File: config.mk
export PLATFORM = sky130hd
export DESIGN_NAME = wb_regfile_flat
export DESIGN_NICKNAME = d
export VERILOG_FILES = /design/src/rtl/wb_regfile_pkg.sv /design/src/rtl/wb_regfile_if.sv /design/src/rtl/wb_regfile_wb_mux.sv /design/src/rtl/wb_regfile.sv /design/src/flat_wrapper.sv
export SDC_FILE = /design/constraint.sdc
export NUM_CORES = 1
export LEC_CHECK = 0
export ABC_AREA = 1
export BUFFER_PORTS_ARGS = -buffer_cell sky130_fd_sc_hd__buf_2
export CAP_MARGIN = 10
export CELL_PAD_IN_SITES_DETAIL_PLACEMENT = 0
export CELL_PAD_IN_SITES_GLOBAL_PLACEMENT = 1
export CORE_UTILIZATION = 38
export DETAILED_ROUTE_END_ITERATION = 6
export MAX_ROUTING_LAYER = met4
export PLACE_DENSITY = 0.81
export SETUP_SLACK_MARGIN = 0.2
export SYNTH_ARGS = -nofsm -noshare
export SYNTH_HDL_FRONTEND = slang
export SYNTH_SLANG_ARGS = --single-unit
File: constraint.sdc
create_clock -name clk_50MHz -period 3.4 [get_ports clk_50MHz]
set_clock_uncertainty 0.05 [all_clocks]
set_input_delay 0.34 -clock clk_50MHz [delete_from_list [all_inputs] [get_ports clk_50MHz]]
set_output_delay 0.34 -clock clk_50MHz [all_outputs]
set_load 0.1 [all_outputs]
File: src/rtl/wb_regfile_pkg.sv
// Shared types and constants for the write-back stage and register file.
// Used by MEM_WB and by wb_regfile; replaces the old define.v macros.
package wb_regfile_pkg;

    localparam int DATA_W     = 16;
    localparam int NUM_REGS   = 12;
    localparam int REG_ADDR_W = 4;

    typedef logic [DATA_W-1:0]     data_t;
    typedef logic [REG_ADDR_W-1:0] reg_addr_t;

    typedef enum logic [1:0] {
        WB_DATA_OP_ALU = 2'd0,
        WB_DATA_OP_RAM = 2'd1,
        WB_DATA_OP_PC  = 2'd2,
        WB_DATA_OP_IH  = 2'd3
    } wb_data_op_e;

    // Only WRITE is meaningful; every other encoding behaves as NOP.
    localparam logic [1:0] REG_OP_NOP   = 2'd0;
    localparam logic [1:0] REG_OP_WRITE = 2'd1;

    localparam reg_addr_t REG_SP = 4'd8;
    localparam reg_addr_t REG_IH = 4'd9;
    localparam reg_addr_t REG_T  = 4'd10;
    localparam reg_addr_t REG_RA = 4'd11;

    localparam reg_addr_t NUM_REGS_A = reg_addr_t'(NUM_REGS);

    function automatic logic reg_implemented(reg_addr_t addr);
        return addr < NUM_REGS_A;
    endfunction

endpackage

File: src/rtl/wb_regfile_if.sv
// MEM/WB pipeline bundle: the MEM_WB latch drives it (master) and the
// write-back stage consumes it every cycle with no handshake (slave).
interface wb_regfile_if;
    import wb_regfile_pkg::*;

    wb_data_op_e mw_WB_data_op;
    logic [1:0]  mw_REG_op;
    data_t       mw_IH;
    data_t       mw_PC;
    data_t       mw_ALU_data;
    data_t       mw_RAM_data;
    reg_addr_t   mw_WB_addr;

    modport master (
        output mw_WB_data_op, mw_REG_op, mw_IH, mw_PC,
               mw_ALU_data, mw_RAM_data, mw_WB_addr
    );

    modport slave (
        input mw_WB_data_op, mw_REG_op, mw_IH, mw_PC,
              mw_ALU_data, mw_RAM_data, mw_WB_addr
    );

endinterface

File: src/rtl/wb_regfile_wb_mux.sv
// Combinational 4:1 write-back source select; also instantiated by the
// forwarding path so both see the identical selected value.
module wb_mux
    import wb_regfile_pkg::*;
(
    input  wb_data_op_e sel_i,
    input  data_t       alu_i,
    input  data_t       ram_i,
    input  data_t       pc_i,
    input  data_t       ih_i,
    output data_t       data_o
);

    always_comb begin
        data_o = alu_i;
        case (sel_i)
            WB_DATA_OP_ALU: data_o = alu_i;
            WB_DATA_OP_RAM: data_o = ram_i;
            WB_DATA_OP_PC:  data_o = pc_i;
            WB_DATA_OP_IH:  data_o = ih_i;
            default:        data_o = alu_i;
        endcase
    end

endmodule

File: src/rtl/wb_regfile.sv
// Write-back stage plus 12-entry architectural register file with two read
// ports and SP/IH/T taps. Define WB_REGFILE_BYPASS_EN for write-through reads.
module wb_regfile
    import wb_regfile_pkg::*;
(
    input  logic         clk_50MHz,
    input  logic         rst,
    wb_regfile_if.slave  mw,
    input  reg_addr_t    rd_addr_a,
    input  reg_addr_t    rd_addr_b,
    output data_t        rd_data_a,
    output data_t        rd_data_b,
    output data_t        reg_SP,
    output data_t        reg_IH,
    output data_t        reg_T,
    output data_t        wb_count
);

    data_t wb_data;
    logic  commit;

    data_t regs_q [NUM_REGS];
    data_t regs_d [NUM_REGS];
    data_t cnt_q;
    data_t cnt_d;

    wb_mux u_wb_mux (
        .sel_i  (mw.mw_WB_data_op),
        .alu_i  (mw.mw_ALU_data),
        .ram_i  (mw.mw_RAM_data),
        .pc_i   (mw.mw_PC),
        .ih_i   (mw.mw_IH),
        .data_o (wb_data)
    );

    // Gating with rst keeps the bypass path quiet while reset is held.
    assign commit = !rst && (mw.mw_REG_op == REG_OP_WRITE)
                    && reg_implemented(mw.mw_WB_addr);

    always_comb begin
        regs_d = regs_q;
        cnt_d  = cnt_q;
        if (commit) begin
            regs_d[mw.mw_WB_addr] = wb_data;
            cnt_d                 = cnt_q + data_t'(1);
        end
    end

    always_ff @(posedge clk_50MHz or posedge rst) begin
        if (rst) begin
            for (int i = 0; i < NUM_REGS; i++) begin
                regs_q[i] <= '0;
            end
            cnt_q <= '0;
        end else begin
            regs_q <= regs_d;
            cnt_q  <= cnt_d;
        end
    end

    always_comb begin
        rd_data_a = '0;
        rd_data_b = '0;
        if (reg_implemented(rd_addr_a)) begin
            rd_data_a = regs_q[rd_addr_a];
        end
        if (reg_implemented(rd_addr_b)) begin
            rd_data_b = regs_q[rd_addr_b];
        end
`ifdef WB_REGFILE_BYPASS_EN
        if (commit && (rd_addr_a == mw.mw_WB_addr)) begin
            rd_data_a = wb_data;
        end
        if (commit && (rd_addr_b == mw.mw_WB_addr)) begin
            rd_data_b = wb_data;
        end
`endif
    end

    // Taps show stored state only, never the bypassed value.
    assign reg_SP   = regs_q[REG_SP];
    assign reg_IH   = regs_q[REG_IH];
    assign reg_T    = regs_q[REG_T];
    assign wb_count = cnt_q;

endmodule

File: src/flat_wrapper.sv
// flat-port wrapper written by rule: the top's interface ports become plain ports
module wb_regfile_flat import wb_regfile_pkg::*;
  (clk_50MHz, rst, rd_addr_a, rd_addr_b, rd_data_a, rd_data_b, reg_SP, reg_IH, reg_T, wb_count, mw_mw_WB_data_op, mw_mw_REG_op, mw_mw_IH, mw_mw_PC, mw_mw_ALU_data, mw_mw_RAM_data, mw_mw_WB_addr);
  wb_regfile_if mw_i ();
  input  logic clk_50MHz;
  input  logic rst;
  input  reg_addr_t rd_addr_a;
  input  reg_addr_t rd_addr_b;
  output data_t rd_data_a;
  output data_t rd_data_b;
  output data_t reg_SP;
  output data_t reg_IH;
  output data_t reg_T;
  output data_t wb_count;
  input wire logic [$bits(mw_i.mw_WB_data_op)-1:0] mw_mw_WB_data_op;
  input wire logic [$bits(mw_i.mw_REG_op)-1:0] mw_mw_REG_op;
  input wire logic [$bits(mw_i.mw_IH)-1:0] mw_mw_IH;
  input wire logic [$bits(mw_i.mw_PC)-1:0] mw_mw_PC;
  input wire logic [$bits(mw_i.mw_ALU_data)-1:0] mw_mw_ALU_data;
  input wire logic [$bits(mw_i.mw_RAM_data)-1:0] mw_mw_RAM_data;
  input wire logic [$bits(mw_i.mw_WB_addr)-1:0] mw_mw_WB_addr;
  assign mw_i.mw_WB_data_op = mw_mw_WB_data_op;
  assign mw_i.mw_REG_op = mw_mw_REG_op;
  assign mw_i.mw_IH = mw_mw_IH;
  assign mw_i.mw_PC = mw_mw_PC;
  assign mw_i.mw_ALU_data = mw_mw_ALU_data;
  assign mw_i.mw_RAM_data = mw_mw_RAM_data;
  assign mw_i.mw_WB_addr = mw_mw_WB_addr;
  wb_regfile u_core (.clk_50MHz(clk_50MHz), .rst(rst), .mw(mw_i), .rd_addr_a(rd_addr_a), .rd_addr_b(rd_addr_b), .rd_data_a(rd_data_a), .rd_data_b(rd_data_b), .reg_SP(reg_SP), .reg_IH(reg_IH), .reg_T(reg_T), .wb_count(wb_count));
endmodule
# Word-level counts from Yosys, hierarchy flattened
# Index checks and enable logic that the tools add are counted.
# word_totals
ff_bits,208
output_inout_bits,96
# classes
bitwise_logic,3
addsub,1
n_eq_ne,4
magnitude_cmp,7
n_reduce_logical,5
muxes,12
# ops
cell,count
$bwmux 192,1
$bmux 16 s4,2
$mux 16,7
$demux 16 s4,1
$pmux 16 s4,1
$add 16x1->16 const B,1
$ge 5x5->1 const B,3
$not 4->5,3
$lt 4x4->1 const B,3
$lt 5x1->1 const B,1
$eq 2x1->1 const B,2
$eq 2x2->1 const B,2
$logic_and 1x1->1,3
$logic_not 2->1,1
$logic_not 1->1,1

# Longest topological paths before layout
# Gate-level depths: netlist of the first run.
# depth
depth_word,6
mapped_depth,10

# By module
# Synthesis of the first run repeated with hierarchy kept, for this count alone.
# unflattened
cells_unflattened,1710
hier_area_um2,12416.9
# modules_own_cells
mod,cells_each,area_each_um2,seq_area_each_um2,instances
wb_regfile,1616,11892.7,5205.0,1
wb_mux,94,524.3,0.0,1

# Worst setup path after synthesis of the first run
# No wires, ideal clock.
# synth_timing
path_type,input -> register
start,input rst
end,"register u_core.cnt_q[13], in the netlist u_core.wb_count[13]"
setup_time_ps,122
setup_slack_ps,-763
cell_stages,6
t_arrival_ps,3990
cell_sequence,inv_2 nand3_1 nor2_1 nand3_1 nand2_1 nand2_1
# synth_between
elab_chain_len,3
# synth_lines
element,line_no,source
"start, declared",flat_wrapper.sv:6,input logic rst;
$logic_not 1->1,wb_regfile.sv:37,assign commit = !rst && (mw.mw_REG_op == REG_OP_WRITE)
$logic_and 1x1->1,wb_regfile.sv:37,
$logic_and 1x1->1,wb_regfile.sv:38,&& reg_implemented(mw.mw_WB_addr);
"end signal, assigned",wb_regfile.sv:57,cnt_q <= cnt_d;
"end, declared",wb_regfile.sv:24,data_t cnt_q;
# No other way between the ends.
# A chain may end at the register's enable or synchronous reset.

# Worst setup path in the final report of the first run
# layout_timing
start,input rd_addr_b[0]
end,output rd_data_b[14]
# layout_between
elab_chain_len,5
elab_cells_between_ends,6
cone_classes,1 x order compare; 4 x mux; 1 x bitwise
# layout_lines
element,line_no,source
"start, declared",flat_wrapper.sv:8,input reg_addr_t rd_addr_b;
$not 4->5 (not written as such),wb_regfile.sv:68,rd_data_b = regs_q[rd_addr_b];
$bmux 16 s4,wb_regfile.sv:68,
$mux 16 (not written as such) (2 in series),wb_regfile.sv:68,
$mux 16 *,wb_regfile.sv:67,if (reg_implemented(rd_addr_b)) begin
"end, declared",flat_wrapper.sv:10,output data_t rd_data_b;
# Every way passes the cells marked *; elsewhere a longest branch is shown, timed or not. The select of a mux whose other input is x is not followed.

==> flow_metrics.tcl, run 1 <==
set metrics [dict create \
    post-route-period-util_pct 74.01 \
    reg2regPathDepth 8 \
    drt-wirelength-per-cell_um 18.85 \
    tritoncts "yes" \
    n_antenna_cell 0 \
    fraction_of_layout_cells_with_a_size_suffix_above_1_pct 15.09 \
    synthesis.area_per_instance_um2 6.842 \
    routed_via_density 5.297 \
    yosysSeqAreaShare_pct 40.51 \
    global_route_wire_length_before_repair_um 69180 \
    drt_drc_violations_left 0 \
    final_area_mm2 0.01495 \
    floorplan.initialDensity_pct 39.09 \
    ioPinCount 178 \
    timing.max_slew.rel_slack_pct 38.76 \
    fillerInstances 3451 \
    tritoncts_num_sinks 208 \
    fin_cells 2397 \
    htreeDepth 1 \
    critical_path.startpoint_type "input port" \
    max_freq_mhz 397.4 \
    fp-row-count 66 \
    worstHoldPathType "input port to async pin" \
    die-area_mm2 0.03455 \
    route.antenna.remaining_nets 0 \
    buffer_ports.inserted 177 \
    ir_worst_vdd_v 0.0005071 \
    wl_um 45190 \
    flip_flop_and_latch_count_after_synthesis 208 \
    aggregate_negative_setup_slack_ns 0 \
    worst-endpoint-required_ns 3.01 \
    detail_route.iter0.violations 1279 \
    cts_max_path_buffers 3 \
    hold_violations 0 \
    synth_fp_nets 1961 \
    gate_count_of_the_mapped_netlist 1878 \
    cts_buffers 25 \
    first_pass_iters 5 \
    cts.root.buffer_cell "sky130_fd_sc_hd__clkbuf_16" \
    grt_pass1_vias 11810 \
    global_route_usage_over_all_layers_pct 27.10 \
    die_height_um 185.9 \
    highest-signal-layer "met4" \
    clk-insertion-delay-late_ns 0.54 \
    crit-reg2reg-capture "u_core.wb_count[10]" \
    rsz0062_at_grt "no" \
    place_hpwl_um 29480 \
    yosysWarnings 0 \
    post_synth_instance_area_mm2 0.01285 \
    powerDensity_mw_per_mm2 575.0 \
    post-place-cells 2353 \
    finalCoreUtilization_pct 45.48 \
    endpoint_kind "output pin" \
    leakage_nw 7.590 \
    max_transition_viols_final 0 \
    worstPathArrival_ns 2.13 \
    syn_to_final_growth_pct 16.34 \
    cts-resized-gates 0 \
    dr_total_vias 12700 \
    drv_cap 0 \
    final_period_minus_worst_setup_slack_ns 2.516 \
    grt_antenna_before_repair 0 \
    clkTransAtPathRegs_ns 0.05 \
    total_power_mw 8.595 \
    worst-path-max-fanout 35 \
    die_width_um 185.9 \
    worstReg2RegStart "u_core.wb_count[0]" \
    final-setup-viol-count 0 \
    status "finished, final reports clean" \
    cts.repair_timing.setup_buffer_count 0 \
    synth.lib_cells_used.distinct 27 \
    met1Wirelength_um 19960 \
    rrSetupSlack_ns 1.81 \
    grt.overflow.total 0 \
    place.gp.congestion 0.8989 \
    met2RoutedLength_um 21170 \
    final_net_count 2022 \
    pin_count_of_the_biggest_net_entering_global_routing 155 \
    setup_cp_type "input port to output pin" \
    worstMarginPinSlew_ns 0.9159 \
    met3_length_um 2902 \
    core_area_mm2 0.03287 \
    placement.cell_area_mm2 0.01403 \
]
[timing repair]
action / in CTS / in global routing
hold buffers: 1 / 0
endpoints found under the setup margin: 0 / 0
hold endpoints to repair: 4 / 0
[worst max path at each step]
stage	depth (start not counted)	end	start	slack [ns]
final	10	rd_data_b[14]	rd_addr_b[0]	0.88
after global routing	10	rd_data_b[9]	rd_addr_b[0]	0.75
after CTS	10	rd_data_b[14]	rd_addr_b[0]	0.90
after detailed placement	10	rd_data_b[15]	rd_addr_b[0]	0.92
after global placement	10	rd_data_b[13]	rd_addr_b[0]	0.94
after floorplan	6	u_core.wb_count[13]	rst	0.41
[critical path, cell delays in order]
cell and delay (ns):
sky130_fd_sc_hd__buf_4 0.24, sky130_fd_sc_hd__inv_2 0.47, sky130_fd_sc_hd__buf_12 0.25, sky130_fd_sc_hd__nand2_1 0.07
sky130_fd_sc_hd__nand3_1 0.07, sky130_fd_sc_hd__nand3_1 0.11, sky130_fd_sc_hd__nand2_1 0.17, sky130_fd_sc_hd__nand2_1 0.07
sky130_fd_sc_hd__nand2_1 0.13, sky130_fd_sc_hd__buf_12 0.19
[per-stage QoR]
step	hold WS (ns)	worst slack [ns]
after floorplan	0.4129	0.4098
after global placement	0.2175	0.9369
after detailed placement	0.2170	0.9177
after CTS	0.2154	0.9038
after global routing	0.2303	0.7457
final	0.2189	0.8835
[placed cells by master (no fill, tap or decap)]
| cell type | Yosys | routed |
|---|---|---|
| sky130_fd_sc_hd__nand3_1 | 197 | 197 |
| sky130_fd_sc_hd__nor2_8 | 4 | 4 |
| sky130_fd_sc_hd__nor2_4 | 11 | 11 |
| sky130_fd_sc_hd__xnor2_1 | 4 | 4 |
| sky130_fd_sc_hd__nand3b_1 | 3 | 3 |
| sky130_fd_sc_hd__inv_8 | 0 | 1 |
| sky130_fd_sc_hd__nand2_1 | 999 | 999 |
| sky130_fd_sc_hd__o21ai_1 | 6 | 6 |
| sky130_fd_sc_hd__clkbuf_8 | 0 | 4 |
| sky130_fd_sc_hd__xor2_1 | 3 | 3 |
| sky130_fd_sc_hd__bufinv_16 | 0 | 6 |
| sky130_fd_sc_hd__inv_2 | 20 | 19 |
| sky130_fd_sc_hd__clkinv_4 | 0 | 1 |
| sky130_fd_sc_hd__inv_1 | 48 | 48 |
| sky130_fd_sc_hd__dfrtp_1 | 208 | 208 |
| sky130_fd_sc_hd__nand4_2 | 10 | 10 |
| sky130_fd_sc_hd__nor3_1 | 2 | 2 |
| sky130_fd_sc_hd__o211ai_1 | 64 | 64 |
| sky130_fd_sc_hd__buf_4 | 72 | 22 |
| sky130_fd_sc_hd__clkinv_1 | 2 | 2 |
| sky130_fd_sc_hd__ha_1 | 1 | 1 |
| sky130_fd_sc_hd__dlygate4sd3_1 | 0 | 1 |
| sky130_fd_sc_hd__clkbuf_1 | 46 | 1 |
| sky130_fd_sc_hd__nor2_1 | 17 | 17 |
| sky130_fd_sc_hd__clkinv_2 | 0 | 4 |
| sky130_fd_sc_hd__nor2_2 | 1 | 1 |
| sky130_fd_sc_hd__clkbuf_16 | 0 | 25 |
| sky130_fd_sc_hd__nand4_1 | 12 | 12 |
| sky130_fd_sc_hd__o21ai_0 | 92 | 92 |
| sky130_fd_sc_hd__buf_12 | 0 | 38 |
| sky130_fd_sc_hd__nand4_4 | 3 | 3 |
| sky130_fd_sc_hd__buf_2 | 38 | 143 |
| sky130_fd_sc_hd__nand2_2 | 1 | 1 |
| sky130_fd_sc_hd__inv_6 | 0 | 2 |
[state kept, by name (all words and copies together) (netlist names)]
register / count
u_core.reg_SP: 16
u_core.reg_IH: 16
u_core.regs_q: 144
u_core.wb_count: 16
u_core.reg_T: 16
[layer usage]
layer / up-vias / track usage [%]
met5: - / -
met4: 0 / 8.361
met3: 71 / 2.641
met2: 488 / 42.58
met1: 6086 / 36.82
li1: 6052 / -
[cells in the mapped netlist]
library cell               count  area share, %
sky130_fd_sc_hd__nor3_1        2          0.078
sky130_fd_sc_hd__nand3_1     197            7.7
sky130_fd_sc_hd__clkbuf_1     46            1.3
sky130_fd_sc_hd__buf_6         9           0.79
sky130_fd_sc_hd__buf_4        72            4.2
sky130_fd_sc_hd__o21ai_1       6           0.23
sky130_fd_sc_hd__buf_1         5           0.15
sky130_fd_sc_hd__nor2_4       11           0.96
sky130_fd_sc_hd__nand4_4       3           0.50
sky130_fd_sc_hd__xor2_1        3           0.20
sky130_fd_sc_hd__nand2_1     999             29
sky130_fd_sc_hd__nor2_2        1          0.049
sky130_fd_sc_hd__nand3b_1      3           0.18
sky130_fd_sc_hd__nand4_2      10           0.97
sky130_fd_sc_hd__nor2_8        4           0.62
sky130_fd_sc_hd__buf_2        38            1.5
sky130_fd_sc_hd__xnor2_1       4           0.27
sky130_fd_sc_hd__inv_2        20           0.58
sky130_fd_sc_hd__clkinv_1      2          0.058
sky130_fd_sc_hd__nand4_1      12           0.58
sky130_fd_sc_hd__dfrtp_1     208             41
sky130_fd_sc_hd__o21ai_0      92            3.6
sky130_fd_sc_hd__nand2_2       1          0.049
sky130_fd_sc_hd__ha_1          1          0.097
sky130_fd_sc_hd__inv_1        48            1.4
sky130_fd_sc_hd__nor2_1       17           0.50
sky130_fd_sc_hd__o211ai_1     64            3.7
[cells by family (layout without fill, tap and decap cells)]
| family | count (synthesis) | in the layout | synth area share [%] |
|---|---|---|---|
| AOI/OAI and AO/OA | 162 | 162 | 7.557 |
| xor gates and xnor gates | 7 | 7 | 0.4772 |
| adders and majority gates | 1 | 1 | 0.09736 |
| buffers and inverters | 240 | 317 | 10.01 |
| DFF | 208 | 208 | 40.51 |
| and+or+nand+nor | 1260 | 1260 | 41.35 |
[where the power goes]
part           total [mW]  switching [mW]  internal [mW]
clock                3.00            1.12           1.88
sequential           3.11           0.295           2.82
combinational        2.48            1.88          0.599
total                8.59            3.29           5.30
[layout make-up]
cell class	instances	area, um^2	area share, %
clock buffer	30	684.4	4.579
clock inverter	13	226.5	1.515
inverter	70	270.3	1.808
multi-input combinational	1430	6357	42.53
sequential	208	5205	34.82
tap	442	553.0	3.700
timing repair buffer	204	1652	11.05
Power figures use the tool's default switching activity.
==> run 2, diff against run 1 <==
--- a/config.mk
+++ b/config.mk
@@ -5,15 +5,15 @@
 export SDC_FILE = /design/constraint.sdc
 export NUM_CORES = 1
 export LEC_CHECK = 0
-export ABC_AREA = 1
+export ABC_AREA = 0
 export BUFFER_PORTS_ARGS = -buffer_cell sky130_fd_sc_hd__buf_2
 export CAP_MARGIN = 10
 export CELL_PAD_IN_SITES_DETAIL_PLACEMENT = 0
 export CELL_PAD_IN_SITES_GLOBAL_PLACEMENT = 1
-export CORE_UTILIZATION = 38
+export CORE_UTILIZATION = 40
 export DETAILED_ROUTE_END_ITERATION = 6
 export MAX_ROUTING_LAYER = met4
-export PLACE_DENSITY = 0.81
+export PLACE_DENSITY = 0.73
 export SETUP_SLACK_MARGIN = 0.2
 export SYNTH_ARGS = -nofsm -noshare
 export SYNTH_HDL_FRONTEND = slang
==> constraint.sdc (replaced) <==
create_clock -name clk_50MHz -period 2.5 [get_ports clk_50MHz]
set_clock_uncertainty 0.05 [all_clocks]
set_input_delay 0.25 -clock clk_50MHz [delete_from_list [all_inputs] [get_ports clk_50MHz]]
set_output_delay 0.25 -clock clk_50MHz [all_outputs]
set_load 0.1 [all_outputs]
==> flow_metrics.tcl, run 2 <==
set metrics [dict create \
    global_route_wire_length_before_repair_um 47820 \
    yosysSeqAreaShare_pct 44.96 \
    fillerInstances 2409 \
    global_route_usage_over_all_layers_pct 22.52 \
    area_of_the_multi_input_gates_mm2 0.005979 \
    critical_path.startpoint_type "flip-flop" \
    final.hold.worst_slack_ns 0.04474 \
    grt_antenna_before_repair 2 \
    yosysWarnings 0 \
    powerDensity_mw_per_mm2 814.0 \
    detail_route.iter0.violations 535 \
    routed_via_density 5.680 \
    worstMarginPinSlew_ns 0.8343 \
    tritoncts "yes" \
    netlist.area_leader.share_pct 44.96 \
    drt_drc_violations_left 0 \
    gate_count_of_the_mapped_netlist 798 \
    synth.lib_cells_used.distinct 33 \
    core_area_mm2 0.02816 \
    first_pass_iters 5 \
    cts_max_path_buffers 3 \
    drt-wirelength-per-cell_um 23.23 \
    largest_register_ff_count 144 \
    place_worst_setup_slack_ns 0.3034 \
    timing.max_slew.rel_slack_pct 44.26 \
    finalCoreUtilization_pct 51.57 \
    final_period_minus_worst_setup_slack_ns 2.295 \
    largest-register "u_core.regs_q" \
    rsz0062_at_grt "yes" \
    drv_cap 0 \
    fraction_of_layout_cells_with_a_size_suffix_above_1_pct 66.84 \
    worstHoldPathType "input port to flip-flop" \
    clkTransAtPathRegs_ns 0.05 \
    route.antenna.remaining_nets 0 \
    tritoncts_num_sinks 208 \
    worstPathArrival_ns 2.00 \
    synth_area_leaders "sky130_fd_sc_hd__dfrtp_1 (45%), sky130_fd_sc_hd__mux4_2 (22%), sky130_fd_sc_hd__mux2_2 (19%)" \
    final_area_mm2 0.01452 \
    endpoint_kind "output pin" \
    reg2regPathDepth 5 \
    area.sequential_mm2 0.005206 \
    synthesis.area_per_instance_um2 14.51 \
    placement.cell_area_mm2 0.01355 \
    final_net_count 1020 \
    max_transition_viols_final 0 \
    grt.overflow.total 0 \
    pin_count_of_the_biggest_net_entering_global_routing 51 \
    status "finished, final reports clean" \
    grt_pass1_vias 7875 \
    wl_um 30970 \
    synth_fp_nets 881 \
    ioPinCount 178 \
    cp-endpoint "rd_data_b[9]" \
    htreeDepth 1 \
    cts.root.buffer_cell "sky130_fd_sc_hd__clkbuf_16" \
    crit-reg2reg-capture "u_core.wb_count[14]" \
    post-route-period-util_pct 91.82 \
    final.setup.worst_slack_ns 0.2046 \
    max_freq_mhz 435.6 \
    ir_worst_vdd_v 0.0004849 \
    die_width_um 172.1 \
    final-setup-viol-count 0 \
    yosys_most_used_dff "sky130_fd_sc_hd__dfrtp_1" \
    synth_top_cells_by_count "sky130_fd_sc_hd__dfrtp_1 (208), sky130_fd_sc_hd__mux2_2 (193), sky130_fd_sc_hd__mux4_2 (112), sky130_fd_sc_hd__buf_4 (49), sky130_fd_sc_hd__clkbuf_1 (38)" \
    dr_total_vias 7571 \
    place_hpwl_um 21330 \
    worstReg2RegStart "u_core.wb_count[0]" \
    hold_violations 0 \
    worst-endpoint-required_ns 2.20 \
    crit_start "u_core.reg_IH[9]" \
    clk-insertion-delay-late_ns 0.52 \
    setup_cp_type "flip-flop to output pin" \
    worst-path-max-fanout 4 \
    rrSetupSlack_ns 0.96 \
    layout.cells.most_common_list "sky130_fd_sc_hd__dfrtp_1 (207), sky130_fd_sc_hd__mux2_2 (193), sky130_fd_sc_hd__buf_2 (145)" \
    syn_to_final_growth_pct 25.44 \
    die_height_um 172.1 \
    leakage_nw 6.513 \
    synth_area_leader_cell "sky130_fd_sc_hd__dfrtp_1" \
    floorplan.initialDensity_pct 41.11 \
    flip_flop_and_latch_count_after_synthesis 208 \
    die-area_mm2 0.02963 \
    synth.most_common_cell "sky130_fd_sc_hd__dfrtp_1" \
    cts_buffers 24 \
    post_synth_instance_area_mm2 0.01158 \
    buffer_ports.inserted 177 \
    place.gp.congestion 0.7785 \
    ys_async_sr_fraction_pct 100.0 \
    fp-row-count 61 \
    most_frequent_standard_cell_in_the_layout_excluding_fill_and_tap_cells "sky130_fd_sc_hd__dfrtp_1" \
    post_synth_edffs 0 \
]
## run 2: changes by cell type after synthesis, sizes merged, moves of 64 or more
cell and delta:
o21ai -66, mux4 +112, o211ai -64, nand3 -190, nand2 -988, mux2 +193
## run 2: stage by stage
step	power, mW	setup TNS, ns	cells
after global routing	12.30	0	1333
after detailed placement	8.336	0	1285
after global placement	8.280	0	1285
final	11.82	0	1333
after CTS	11.90	0	1328
after floorplan	7.451	-109.04	798
## run 2: critical path, cell delays in order (launching register included)
cell and delay, ns:
sky130_fd_sc_hd__dfrtp_1 0.43, sky130_fd_sc_hd__mux4_2 0.47, sky130_fd_sc_hd__a22oi_1 0.24, sky130_fd_sc_hd__o21ai_2 0.13
sky130_fd_sc_hd__buf_12 0.21
## run 2: timing repair
action / CTS / global route
hold buffers: 1 / 0
endpoints found under the setup margin: 17 / 27
pin swaps: 1 / 10
resized for setup: 17 / 17
hold endpoints to repair: 23 / 0
buffers inserted: 0 / 3
## run 2: final cells by class
class                           instances  area share, %
Timing Repair Buffer                  228          13.35
Inverter                               37         0.9822
Clock buffer                           36          4.799
Clock inverter                          6         0.5514
Sequential cell                       208          35.85
Antenna cell                            2        0.03446
Tap cell                              378          3.257
Multi-Input combinational cell        438          41.17
## run 2: worst min-delay path by stage
stage                         start            endpoint  cells after the start
floorplan           mw_mw_REG_op[1]  u_core.wb_count[6]                      3
global placement                rst  u_core.wb_count[5]                      2
detailed placement              rst  u_core.wb_count[5]                      2
CTS                 mw_mw_REG_op[1]  u_core.wb_count[6]                      4
global route        mw_mw_REG_op[1]  u_core.wb_count[6]                      4
finish              mw_mw_REG_op[1]  u_core.wb_count[6]                      4
## run 2: logic make-up (layout without fill, tap and decap cells)
logic type	after synthesis	in the layout	synth area share, %
other cells	0	2	0
simple gates	50	50	2.659
fa+ha+maj	1	1	0.1081
xor+xnor	15	15	1.135
buf+inv	152	307	6.949
mux	305	305	40.56
flops	208	208	44.96
compound gates	67	67	3.631
## run 2: per-layer routing
layer	routed length (um)	part of all wire [%]	GRT usage, %
met5	0	0	-
met4	765	2.5	6.310
met3	1548	5.0	2.884
met2	14720	48	35.12
met1	13930	45	31.05
## run 2: report_power, final
part / total [mW] / switching (mW) / internal [mW] / leakage [nW]
Clock: 3.49 / 1.37 / 2.12 / 0.383
Combinational: 4.06 / 2.60 / 1.45 / 3.37
Sequential: 4.28 / 0.410 / 3.87 / 2.76
==> run 3, diff against run 2 <==
--- a/config.mk
+++ b/config.mk
@@ -5,15 +5,15 @@
 export SDC_FILE = /design/constraint.sdc
 export NUM_CORES = 1
 export LEC_CHECK = 0
-export ABC_AREA = 0
+export ABC_AREA = 1
 export BUFFER_PORTS_ARGS = -buffer_cell sky130_fd_sc_hd__buf_2
 export CAP_MARGIN = 10
 export CELL_PAD_IN_SITES_DETAIL_PLACEMENT = 0
 export CELL_PAD_IN_SITES_GLOBAL_PLACEMENT = 1
-export CORE_UTILIZATION = 40
+export CORE_UTILIZATION = 38
 export DETAILED_ROUTE_END_ITERATION = 6
 export MAX_ROUTING_LAYER = met4
-export PLACE_DENSITY = 0.73
+export PLACE_DENSITY = 0.81
 export SETUP_SLACK_MARGIN = 0.2
 export SYNTH_ARGS = -nofsm -noshare
 export SYNTH_HDL_FRONTEND = slang
==> constraint.sdc (replaced) <==
create_clock -name clk_50MHz -period 2.03 [get_ports clk_50MHz]
set_clock_uncertainty 0.05 [all_clocks]
set_input_delay 0.203 -clock clk_50MHz [delete_from_list [all_inputs] [get_ports clk_50MHz]]
set_output_delay 0.203 -clock clk_50MHz [all_outputs]
set_load 0.1 [all_outputs]
==> flow_metrics.tcl, run 3 (synthesis results as in run 1) <==
set metrics [dict create \
    cts.root.buffer_cell "sky130_fd_sc_hd__clkbuf_16" \
    die_height_um 185.9 \
    floorplan.initialDensity_pct 39.09 \
    status "complete, but fails checks" \
    fin_cells 2482 \
    crit_start "u_core.regs_q[178]" \
    largest_register_ff_count 144 \
    place_worst_setup_slack_ns 0.2326 \
    syn_to_final_growth_pct 25.83 \
    max_transition_viols_final 0 \
    grt_pass1_vias 12090 \
    place_hpwl_um 30670 \
    global_route_usage_over_all_layers_pct 27.54 \
    setup_cp_type "flip-flop to output pin" \
    timing.max_slew.rel_slack_pct 39.26 \
    buffer_ports.inserted 177 \
    hold_violations 0 \
    max_freq_mhz 520.2 \
    die-area_mm2 0.03455 \
    cts_max_path_buffers 3 \
    pin_count_of_the_biggest_net_entering_global_routing 154 \
    clk-insertion-delay-late_ns 0.55 \
    reg2regPathDepth 8 \
    grt_antenna_before_repair 0 \
    routed_via_density 5.301 \
    leakage_nw 8.142 \
    core_area_mm2 0.03287 \
    worstHoldPathType "input port to async pin" \
    fp-row-count 66 \
    drt_drc_violations_left 2 \
    die_width_um 185.9 \
    post-place-cells 2376 \
    powerDensity_mw_per_mm2 893.8 \
    worstMarginPinSlew_ns 0.9110 \
    clkTransAtPathRegs_ns 0.06 \
    tritoncts "yes" \
    cp-endpoint "rd_data_a[2]" \
    endpoint_kind "output pin" \
    grt.overflow.total 0 \
    drv_cap 0 \
    worst-path-max-fanout 3 \
    critical_path.startpoint_type "flip-flop" \
    wl_um 46430 \
    drt-wirelength-per-cell_um 18.71 \
    worstPathArrival_ns 1.67 \
    post-route-period-util_pct 94.69 \
    cts_buffers 26 \
    rrSetupSlack_ns 0.45 \
    htreeDepth 1 \
    worst-endpoint-required_ns 1.78 \
    n_antenna_cell 0 \
    place.gp.congestion 0.9437 \
    violations "DRC" \
    final_period_minus_worst_setup_slack_ns 1.922 \
    ir_worst_vdd_v 0.0009583 \
    most_frequent_standard_cell_in_the_layout_excluding_fill_and_tap_cells "sky130_fd_sc_hd__nand2_1" \
    route.antenna.remaining_nets 0 \
    placement.cell_area_mm2 0.01432 \
    rsz0062_at_grt "yes" \
    finalCoreUtilization_pct 49.19 \
    first_pass_iters 7 \
    crit-reg2reg-capture "u_core.wb_count[10]" \
    final_area_mm2 0.01617 \
    final_net_count 2108 \
    largest-register "u_core.regs_q" \
    ioPinCount 178 \
    tritoncts_num_sinks 208 \
    global_route_wire_length_before_repair_um 70710 \
    final.setup.worst_slack_ns 0.1077 \
    detail_route.iter0.violations 1054 \
    aggregate_negative_setup_slack_ns 0 \
    final-setup-viol-count 0 \
    worstReg2RegStart "u_core.wb_count[0]" \
    dr_total_vias 13160 \
    fraction_of_layout_cells_with_a_size_suffix_above_1_pct 27.55 \
    layout.cells.most_common_list "sky130_fd_sc_hd__nand2_1 (919), sky130_fd_sc_hd__dfrtp_1 (183), sky130_fd_sc_hd__buf_2 (143)" \
]
-- run 3: changes by cell type in the layout (fill, tap and decap cells not counted), sizes merged, moves of 6 or more --
cell,previous run,this run
nand2,12,1000
mux2,193,0
nand3,7,197
mux4,112,0
o21ai,32,98
o211ai,0,64
buf,227,288
inv,36,69
a22oi,32,0
nor2,9,33
nand4,2,25
nor2b,6,0
-- run 3: worst min-delay path by stage --
stage                     start                   to  slack, ns  depth (start not counted)
after floorplan             rst     u_core.reg_IH[0]       0.22                          1
after global routing        rst   u_core.wb_count[3]       0.11                          3
after detailed placement    rst  u_core.wb_count[10]       0.11                          2
final                       rst  u_core.wb_count[12]       0.09                          3
after global placement      rst  u_core.wb_count[10]       0.10                          2
after CTS                   rst   u_core.wb_count[6]       0.08                          3
-- run 3: metrics by stage --
| stage | hold slack (ns) | power [mW] |
|---|---|---|
| 2_1_floorplan | 0.2224 | 8.552 |
| 3_3_place_gp | 0.1038 | 9.490 |
| 3_5_place_dp | 0.1070 | 9.549 |
| 4_1_cts | 0.08259 | 14.35 |
| 5_1_grt | 0.1142 | 15.04 |
| 6_report | 0.09000 | 14.45 |
-- run 3: routing by layer --
layer	track usage [%]	share of wire, %	vias to the layer above
met5	-	0	-
met4	10.20	4.1	0
met3	3.013	5.5	118
met2	43.69	47	478
met1	36.21	44	6341
li1	-	-	6219
-- run 3: area by class of cell --
type / count / area (um^2)
Clock buffer: 40 / 804.5
Clock inverter: 3 / 18.77
Fill cell: 3319 / 16700
Inverter: 70 / 275.3
Multi-Input combinational cell: 1430 / 6953
Sequential cell: 208 / 5236
Tap cell: 442 / 553.0
Timing Repair Buffer: 289 / 2327
-- run 3: report_power, final --
part | switching (mW) | internal (mW)
Combinational | 3.37 | 1.30
Sequential | 0.493 | 4.74
Clock | 1.86 | 2.69
Total | 5.72 | 8.73
-- run 3: worst max-delay path: stages (launching register included) --
cell	delay [ns]
sky130_fd_sc_hd__dfrtp_1	0.43
sky130_fd_sc_hd__nand2_1	0.09
sky130_fd_sc_hd__nand3_2	0.07
sky130_fd_sc_hd__nand3_2	0.11
sky130_fd_sc_hd__nand2_2	0.11
sky130_fd_sc_hd__nand2_2	0.06
sky130_fd_sc_hd__nand2_4	0.08
sky130_fd_sc_hd__buf_12	0.17
-- run 3: repair_timing --
| action | in CTS | in global routing |
|---|---|---|
| buffers inserted | 40 | 22 |
| gates resized for setup | 89 | 71 |
| setup endpoints to repair | 32 | 66 |
| pin swaps | 86 | 76 |
| hold endpoints to repair | 55 | 0 |
| hold buffers | 1 | 0 |
